## config.mk

```make
export PLATFORM = sky130hd
export DESIGN_NAME = pc_sequencer
export DESIGN_NICKNAME = d
export VERILOG_FILES = /design/src/rtl/cpu_pkg.sv /design/src/rtl/next_pc_calc.sv /design/src/rtl/pc_sequencer.sv
export SDC_FILE = /design/constraint.sdc
export NUM_CORES = 1
export LEC_CHECK = 0
export CAP_MARGIN = 20
export CORE_ASPECT_RATIO = 2
export CORE_MARGIN = 3
export CORE_UTILIZATION = 53
export DETAILED_ROUTE_END_ITERATION = 8
export HOLD_SLACK_MARGIN = 0.15
export PLACE_DENSITY = 0.93
export SETUP_SLACK_MARGIN = 0.2
export SYNTH_ARGS = -nofsm -noshare
export SYNTH_HDL_FRONTEND = slang
export SYNTH_SLANG_ARGS = --single-unit
```

## constraint.sdc

```tcl
create_clock -name clk -period 5.2 [get_ports clk]
set_clock_uncertainty 0.2 [all_clocks]
set_input_delay 1.04 -clock clk [delete_from_list [all_inputs] [get_ports clk]]
set_output_delay 1.04 -clock clk [all_outputs]
set_load 0.1 [all_outputs]
```

## src/rtl/cpu_pkg.sv

```systemverilog
// Shared types and constants for the fetch/issue sequencer.
package cpu_pkg;
  typedef enum logic [2:0] {
    IDLE     = 3'd0,
    FETCH    = 3'd1,
    WAIT_ACK = 3'd2,
    ISSUE    = 3'd3,
    TRAP     = 3'd4
  } state_e;

  localparam logic [1:0] CAUSE_NONE     = 2'b00;
  localparam logic [1:0] CAUSE_MISALIGN = 2'b01;
  localparam logic [1:0] CAUSE_TIMEOUT  = 2'b10;

  localparam int unsigned PC_INCR = 4;
endpackage

```

## src/rtl/next_pc_calc.sv

```systemverilog
// Next-PC selection: sequential (PC+4) or branch (PC+ImmOp), with alignment flag.
module next_pc_calc
  import cpu_pkg::*;
#(
  parameter int DATA_WIDTH = 32
) (
  input  logic [DATA_WIDTH-1:0] pc_i,
  input  logic [DATA_WIDTH-1:0] imm_i,
  input  logic                  pcsrc_i,
  output logic [DATA_WIDTH-1:0] next_pc_o,
  output logic                  misaligned_o
);
  // Both sums wrap modulo 2^DATA_WIDTH by construction.
  assign next_pc_o    = pcsrc_i ? (pc_i + imm_i) : (pc_i + DATA_WIDTH'(PC_INCR));
  assign misaligned_o = |next_pc_o[1:0];
endmodule

```

## src/rtl/pc_sequencer.sv

```systemverilog
// Program-counter owner: fetches from instruction memory, issues to decode,
// selects the next PC and raises sticky traps on misalignment or fetch timeout.
module pc_sequencer
  import cpu_pkg::*;
#(
  parameter int                    DATA_WIDTH     = 32,
  parameter logic [DATA_WIDTH-1:0] RESET_VECTOR   = '0,
  parameter int                    TIMEOUT_CYCLES = 16
) (
  input  logic                  clk,
  input  logic                  rst,
  input  logic                  run,
  output logic                  imem_req,
  output logic [DATA_WIDTH-1:0] imem_addr,
  input  logic                  imem_ack,
  output logic                  instr_valid,
  input  logic                  stall,
  input  logic                  PCsrc,
  input  logic [DATA_WIDTH-1:0] ImmOp,
  output logic [DATA_WIDTH-1:0] PC,
  output logic                  trap,
  output logic [1:0]            trap_cause,
  output logic [DATA_WIDTH-1:0] retire_count,
  output logic [2:0]            state_dbg
);
  localparam int TW = $clog2(TIMEOUT_CYCLES + 1);
  localparam logic [TW-1:0] TMO_LIMIT = TW'(TIMEOUT_CYCLES);

  // Handshakes: imem_req is a level held from FETCH until the first cycle with
  // imem_req && imem_ack, with imem_addr stable throughout; decode consumes the
  // instruction on the first cycle with instr_valid && !stall.
  state_e                  state_q, state_d;
  logic [DATA_WIDTH-1:0]   pc_q, pc_d;
  logic [DATA_WIDTH-1:0]   retire_q, retire_d;
  logic                    trap_q, trap_d;
  logic [1:0]              cause_q, cause_d;
  logic [TW-1:0]           tmo_q, tmo_d;
  logic [DATA_WIDTH-1:0]   next_pc;
  logic                    misaligned;

  next_pc_calc #(.DATA_WIDTH(DATA_WIDTH)) u_next_pc (
    .pc_i        (pc_q),
    .imm_i       (ImmOp),
    .pcsrc_i     (PCsrc),
    .next_pc_o   (next_pc),
    .misaligned_o(misaligned)
  );

  always_ff @(posedge clk or posedge rst) begin
    if (rst) begin
      state_q  <= IDLE;
      pc_q     <= RESET_VECTOR;
      retire_q <= '0;
      trap_q   <= 1'b0;
      cause_q  <= CAUSE_NONE;
      tmo_q    <= '0;
    end else begin
      state_q  <= state_d;
      pc_q     <= pc_d;
      retire_q <= retire_d;
      trap_q   <= trap_d;
      cause_q  <= cause_d;
      tmo_q    <= tmo_d;
    end
  end

  always_comb begin
    state_d  = state_q;
    pc_d     = pc_q;
    retire_d = retire_q;
    trap_d   = trap_q;
    cause_d  = cause_q;
    tmo_d    = tmo_q;
    case (state_q)
      IDLE: if (run) state_d = FETCH;
      FETCH: begin
        tmo_d   = '0;
        state_d = imem_ack ? ISSUE : WAIT_ACK;
      end
      WAIT_ACK: begin
        // An ack on the limit cycle still wins over the timeout.
        if (imem_ack) begin
          state_d = ISSUE;
        end else begin
          tmo_d = tmo_q + TW'(1);
          if (tmo_d == TMO_LIMIT) begin
            state_d = TRAP;
            trap_d  = 1'b1;
            cause_d = CAUSE_TIMEOUT;
          end
        end
      end
      ISSUE: begin
        if (!stall) begin
          retire_d = retire_q + DATA_WIDTH'(1);
          if (misaligned) begin
            state_d = TRAP;
            trap_d  = 1'b1;
            cause_d = CAUSE_MISALIGN;
          end else begin
            pc_d    = next_pc;
            state_d = run ? FETCH : IDLE;
          end
        end
      end
      TRAP:    state_d = TRAP;
      default: state_d = IDLE;
    endcase
  end

  assign imem_req     = (state_q == FETCH) || (state_q == WAIT_ACK);
  assign instr_valid  = (state_q == ISSUE);
  assign imem_addr    = pc_q;
  assign PC           = pc_q;
  assign trap         = trap_q;
  assign trap_cause   = cause_q;
  assign retire_count = retire_q;
  assign state_dbg    = state_q;
endmodule

```

# Word-level counts from Yosys, hierarchy flattened
# Index checks and enable logic that the tools add are counted.
dict set report word_totals {
  output_inout_bits 104
  elab_cells 54
  reg_bits 75
  inputBits 38
}
dict set report op_classes {
  n_eq_ne 11
  muxes 21
  add_sub_neg 4
  bitwise_logic 2
  n_reduce_logical 10
}
# cell n
set ops {}
lappend ops {{$add 32x1->32 const B} 1}
lappend ops {{$add 32x3->32 const B} 1}
lappend ops {{$add 32x32->32} 1}
lappend ops {{$mux 32} 1}
lappend ops {{$mux 3} 5}
lappend ops {{$pmux 3 s5} 1}
lappend ops {{$pmux 5 s2} 1}
lappend ops {{$mux 2} 4}
lappend ops {{$ne 2x2->1 const B} 4}
lappend ops {{$eq 3x2->1 const B} 2}
lappend ops {{$mux 1} 6}
lappend ops {{$reduce_and 3->1} 2}
lappend ops {{$add 5x1->5 const B} 1}
lappend ops {{$eq 5x5->1 const B} 1}
lappend ops {{$mux 5} 1}
lappend ops {{$reduce_and 5->1} 1}
lappend ops {{$pmux 2 s2} 1}
lappend ops {{$reduce_and 2->1} 2}
lappend ops {{$reduce_bool 2->1} 2}
lappend ops {{$eq 3x1->1 const B} 1}
lappend ops {{$eq 3x3->1 const B} 1}
lappend ops {{$logic_not 3->1} 1}
lappend ops {{$ne 3x3->1 const B} 1}
lappend ops {{$ne 2x1->1 const B} 1}
lappend ops {{4 further kinds} 5}

# Logic depth before layout (Yosys ltp)
dict set report depth {
  ltp_word 6
  depth_mapped 11
  ltp_nobuf 11
}

# Hierarchy
# Synthesis repeated with hierarchy kept, for this count alone.
dict set report unflattened {
  cells_unflattened 680
  hier_area_um2 6154.7
}
# module cells_per_inst area_per_inst_um2 n_inst seq_area_each_um2
set by_module_without_submodules {}
lappend by_module_without_submodules {pc_sequencer 311 3674.8 1 1876.8}
lappend by_module_without_submodules {next_pc_calc 369 2479.9 1 0.0}

# Least setup slack after synthesis
# OpenSTA, ideal clock, no wires.
dict set report synth_timing {
  path_kind {input to register}
  start {input ImmOp[0]}
  end {register pc_q[26] (netlist: PC[26])}
  stages 11
  slack_ns 1.593
  path_buffers 0
  arrival_time_ns 3.303
  required_ns 4.896
  setup_time_ns 0.104
  path_cell_list {ha_1 -> fa_1 -> a21o_1 -> a21oi_1 -> a21oi_1 -> o2111ai_1 -> a21oi_1 -> o32ai_2 -> o21ai_2 -> xnor2_1 -> a221oi_1}
}
dict set report synth_via {
  elab_chain_cells 5
}
# element line
set synth_rtl {}
lappend synth_rtl {{from (decl)} pc_sequencer.sv:19} ;# input logic [DATA_WIDTH-1:0] ImmOp,
lappend synth_rtl {{$add 32x32->32 *} next_pc_calc.sv:14} ;# assign next_pc_o = pcsrc_i ? (pc_i + imm_i) : (pc_i + DATA_WIDTH'(PC_INCR));
lappend synth_rtl {{$mux 32 *} next_pc_calc.sv:14}
lappend synth_rtl {{$reduce_or 2->1} next_pc_calc.sv:15} ;# assign misaligned_o = |next_pc_o[1:0];
lappend synth_rtl {{$not 1->1 (no source line)} n/a}
lappend synth_rtl {{$reduce_and 3->1 (no source line)} n/a}
lappend synth_rtl {{to (signal assigned)} pc_sequencer.sv:59} ;# pc_q <= pc_d;
lappend synth_rtl {{to (decl)} pc_sequencer.sv:33} ;# logic [DATA_WIDTH-1:0] pc_q, pc_d;
# Every way passes the cells marked *; elsewhere a longest branch is shown, timed or not.
# A chain may end at the register's enable or synchronous reset.

# Worst setup path in the final report
dict set report layout_timing {
  start {input ImmOp[18]}
  end {register pc_q[26] (netlist: PC[26])}
}
dict set report layout_via {
  elab_chain_cells 2
}
# element line
set layout_rtl {}
lappend layout_rtl {{$add 32x32->32} next_pc_calc.sv:14}
lappend layout_rtl {{$mux 32} next_pc_calc.sv:14}
# Every way passes these cells.

==> impl_metrics.yaml <==
run_status:
  status: "finished, final reports clean"
place:
  pre_cts_ws_ps: 810
  port_buffers: 141
  gp_congestion: 0.958
  place_hpwl_um: 12700
detailed_routing:
  totalWireLength_um: 16800
  final_antenna_net_count: 0
  drtPass1Iterations: 5
  vias_per_cell: 6.28
  post-route-drc-count: 0
  drtIter0Drc: 398
  wl_per_cell_um: 18.4
  num_vias: 5750
logic_synthesis:
  yosysSeqAreaShare_pct: 32.1
  syn_inst: 674
  synth_edf_count: 0
  synth.largest_area_cell: "dfrtp_1"
  synth_xor_area_share_pct: 8.25
  synth_seq_cells: 75
  synth_top_family_by_area: "compound AO/OA/AOI/OAI gates"
  synthSimpleGateAreaFrac_pct: 20.2
  synth_cell_types: 80
  synthMuxAreaShare_pct: 0.750
  syn_avg_cell_area_sq_um: 8.66
  synthAdderAreaFrac_pct: 7.63
  synth_compound_area_share_pct: 22.4
  async_flop_share_pct: 100
  synth_area_leaders: "dfrtp_1, ha_1, xnor2_1"
  synth_top_flop_cell: "dfrtp_1"
  synth_top_area_share_pct: 32.1
  ys_warn_count: 0
  syn_area_sq_um: 5840
  synth_nets: 747
cts:
  clkTransAtPathRegs_ps: 60
  cts_resized: 0
  cts_setup_buffers: 0
  htree_levels: 3
  clockRootBuffer: "clkbuf_16"
  ctsHoldBuffers: 0
  cts_sinks: 75
  cts_buffers: 9
  cts_tree: "done"
  clock_path_buffers: 2
  clkLatencyLatePin_ps: 340
final_layout:
  layout_commonest_cell: "clkdlybuf4s50_1"
  multi_input_area_sq_um: 3460
  fin_nets: 846
  seqCellArea_sq_um: 1880
  antenna_cells: 0
  fillCellCount: 789
  final_cell_mix: "clkdlybuf4s50_1, dfrtp_1, a21oi_1"
  areaGrowthSynthToFinish_pct: 26.1
  drive_gt1_share_pct: 6.81
global_route:
  antenna_found_initial: 0
  grtUsageTotal_pct: 27.2
  grt_max_degree: 66
  grt_pass1_wl_um: 26700
  gr-total-overflow: 0
  first_global_vias: 5665
hold_path:
  holdCritPathClass: "flip-flop to flip-flop"
sta:
  finalCritPeriodShare_pct: 79.5
  finalHoldViolCount: 0
  fmax_mhz: 242
  min_period_ps: 4130
  setup_tns_ps: 0
  timing.slew.headroom_pct: 31.7
  maxSlewViolCount: 0
  setup_slack_ps: 1070
  rsz0062_at_grt: "no"
  setup_viol: 0
  worst_pin_slew_ps: 1020
setup_path:
  cp.arrival_ps: 4180
  cp.required_ps: 5240
  critPathLaunchType: "primary input"
  end_kind: "flip-flop"
  criticalPathCategory: "primary input to flip-flop"
  cp_max_fo: 7
die:
  dieArea_sq_um: 12400
  row_count: 53
  die_h_um: 154
  coreArea_sq_um: 10600
  initial_core_util_pct: 55.0
  num_io_pins: 142
  die_w_um: 80.2
job:
  cap_violations: 0
[registers in the layout, summed over array words and instances (netlist names)]
register,flops
trap_cause,2
PC,32
state_dbg,3
retire_count,32
tmo_q,5
trap,1
[Yosys cell counts (5+ instances only)]
cell,count
dfrtp_1,75
a21oi_1,67
nor2_1,53
nand2_1,48
o21ai_0,40
xnor2_1,40
buf_4,34
ha_1,34
nand3_1,31
inv_1,21
nand4_1,20
a21o_1,16
and3_1,15
xor2_1,15
nor3_1,12
o21bai_1,10
clkbuf_1,9
and2_1,7
or3_1,6
a31oi_1,5
nand2b_1,5
o22a_1,5
[metrics by stage]
step | cells | cell area, sq um | hold WS [ps] | utilization, %
floorplan | 674 | 5840 | 297 | -
global placement | 899 | 7020 | 254 | 66.2
detailed placement | 899 | 7020 | 265 | 66.2
CTS | 915 | 7370 | 273 | 69.4
global route | 915 | 7370 | 292 | 69.4
finish | 915 | 7370 | 273 | 69.4
[cell type report]
| cell class | count | share of cell area [%] |
|---|---|---|
| inverter | 21 | 1.07 |
| clock buffer | 10 | 3.11 |
| timing repair buffer | 145 | 19.5 |
| multi-input combinational | 521 | 47.0 |
| tap | 137 | 2.33 |
| clock inverter | 6 | 1.53 |
| sequential | 75 | 25.5 |
[metal layers]
metal	track usage [%]	vias up	routed length, um
met5	0	-	0
met4	17.1	0	1010
met3	3.32	83	846
met2	50.1	298	9180
met1	28.0	2750	5810
li1	-	2619	-
[path summary, 6_finish.rpt]
kind | startpoint | end | slack (ps) | cells after the start
min in group asynchronous | rst | retire_count[13]$_DFFE_PP0P_ | 910 | 2
hold reg to reg | retire_count[31]$_DFFE_PP0P_ | retire_count[31]$_DFFE_PP0P_ | 270 | 1
setup / recovery | ImmOp[18] | PC[26]$_DFFE_PP0P_ | 1070 | 11
hold / removal | retire_count[31]$_DFFE_PP0P_ | retire_count[31]$_DFFE_PP0P_ | 270 | 1
max in group asynchronous | rst | trap$_DFFE_PP0P_ | 2850 | 3
setup reg to reg | PC[18]$_DFFE_PP0P_ | PC[26]$_DFFE_PP0P_ | 1700 | 10
[critical path, cell delays in order]
cell             delay, ps
clkdlybuf4s50_1        400
ha_1                   400
and3_1                 250
a221oi_1               360
nor2_1                  90
a311oi_1               410
a21oi_1                160
o32ai_2                490
o21ai_2                150
xnor2_1                140
a221oi_1               280
[kinds of logic after synthesis]
family                   Yosys count
adder cells (fa/ha/maj)           35
AO/OA/AOI/OAI                    198
AND/OR/NAND/NOR                  229
XOR/XNOR                          55
buffers and inverters             78
multiplexers                       4
flip-flops                        75
Power is not shown: default switching activity piles up to over one toggle a cycle in this logic, so the estimate is an artifact.
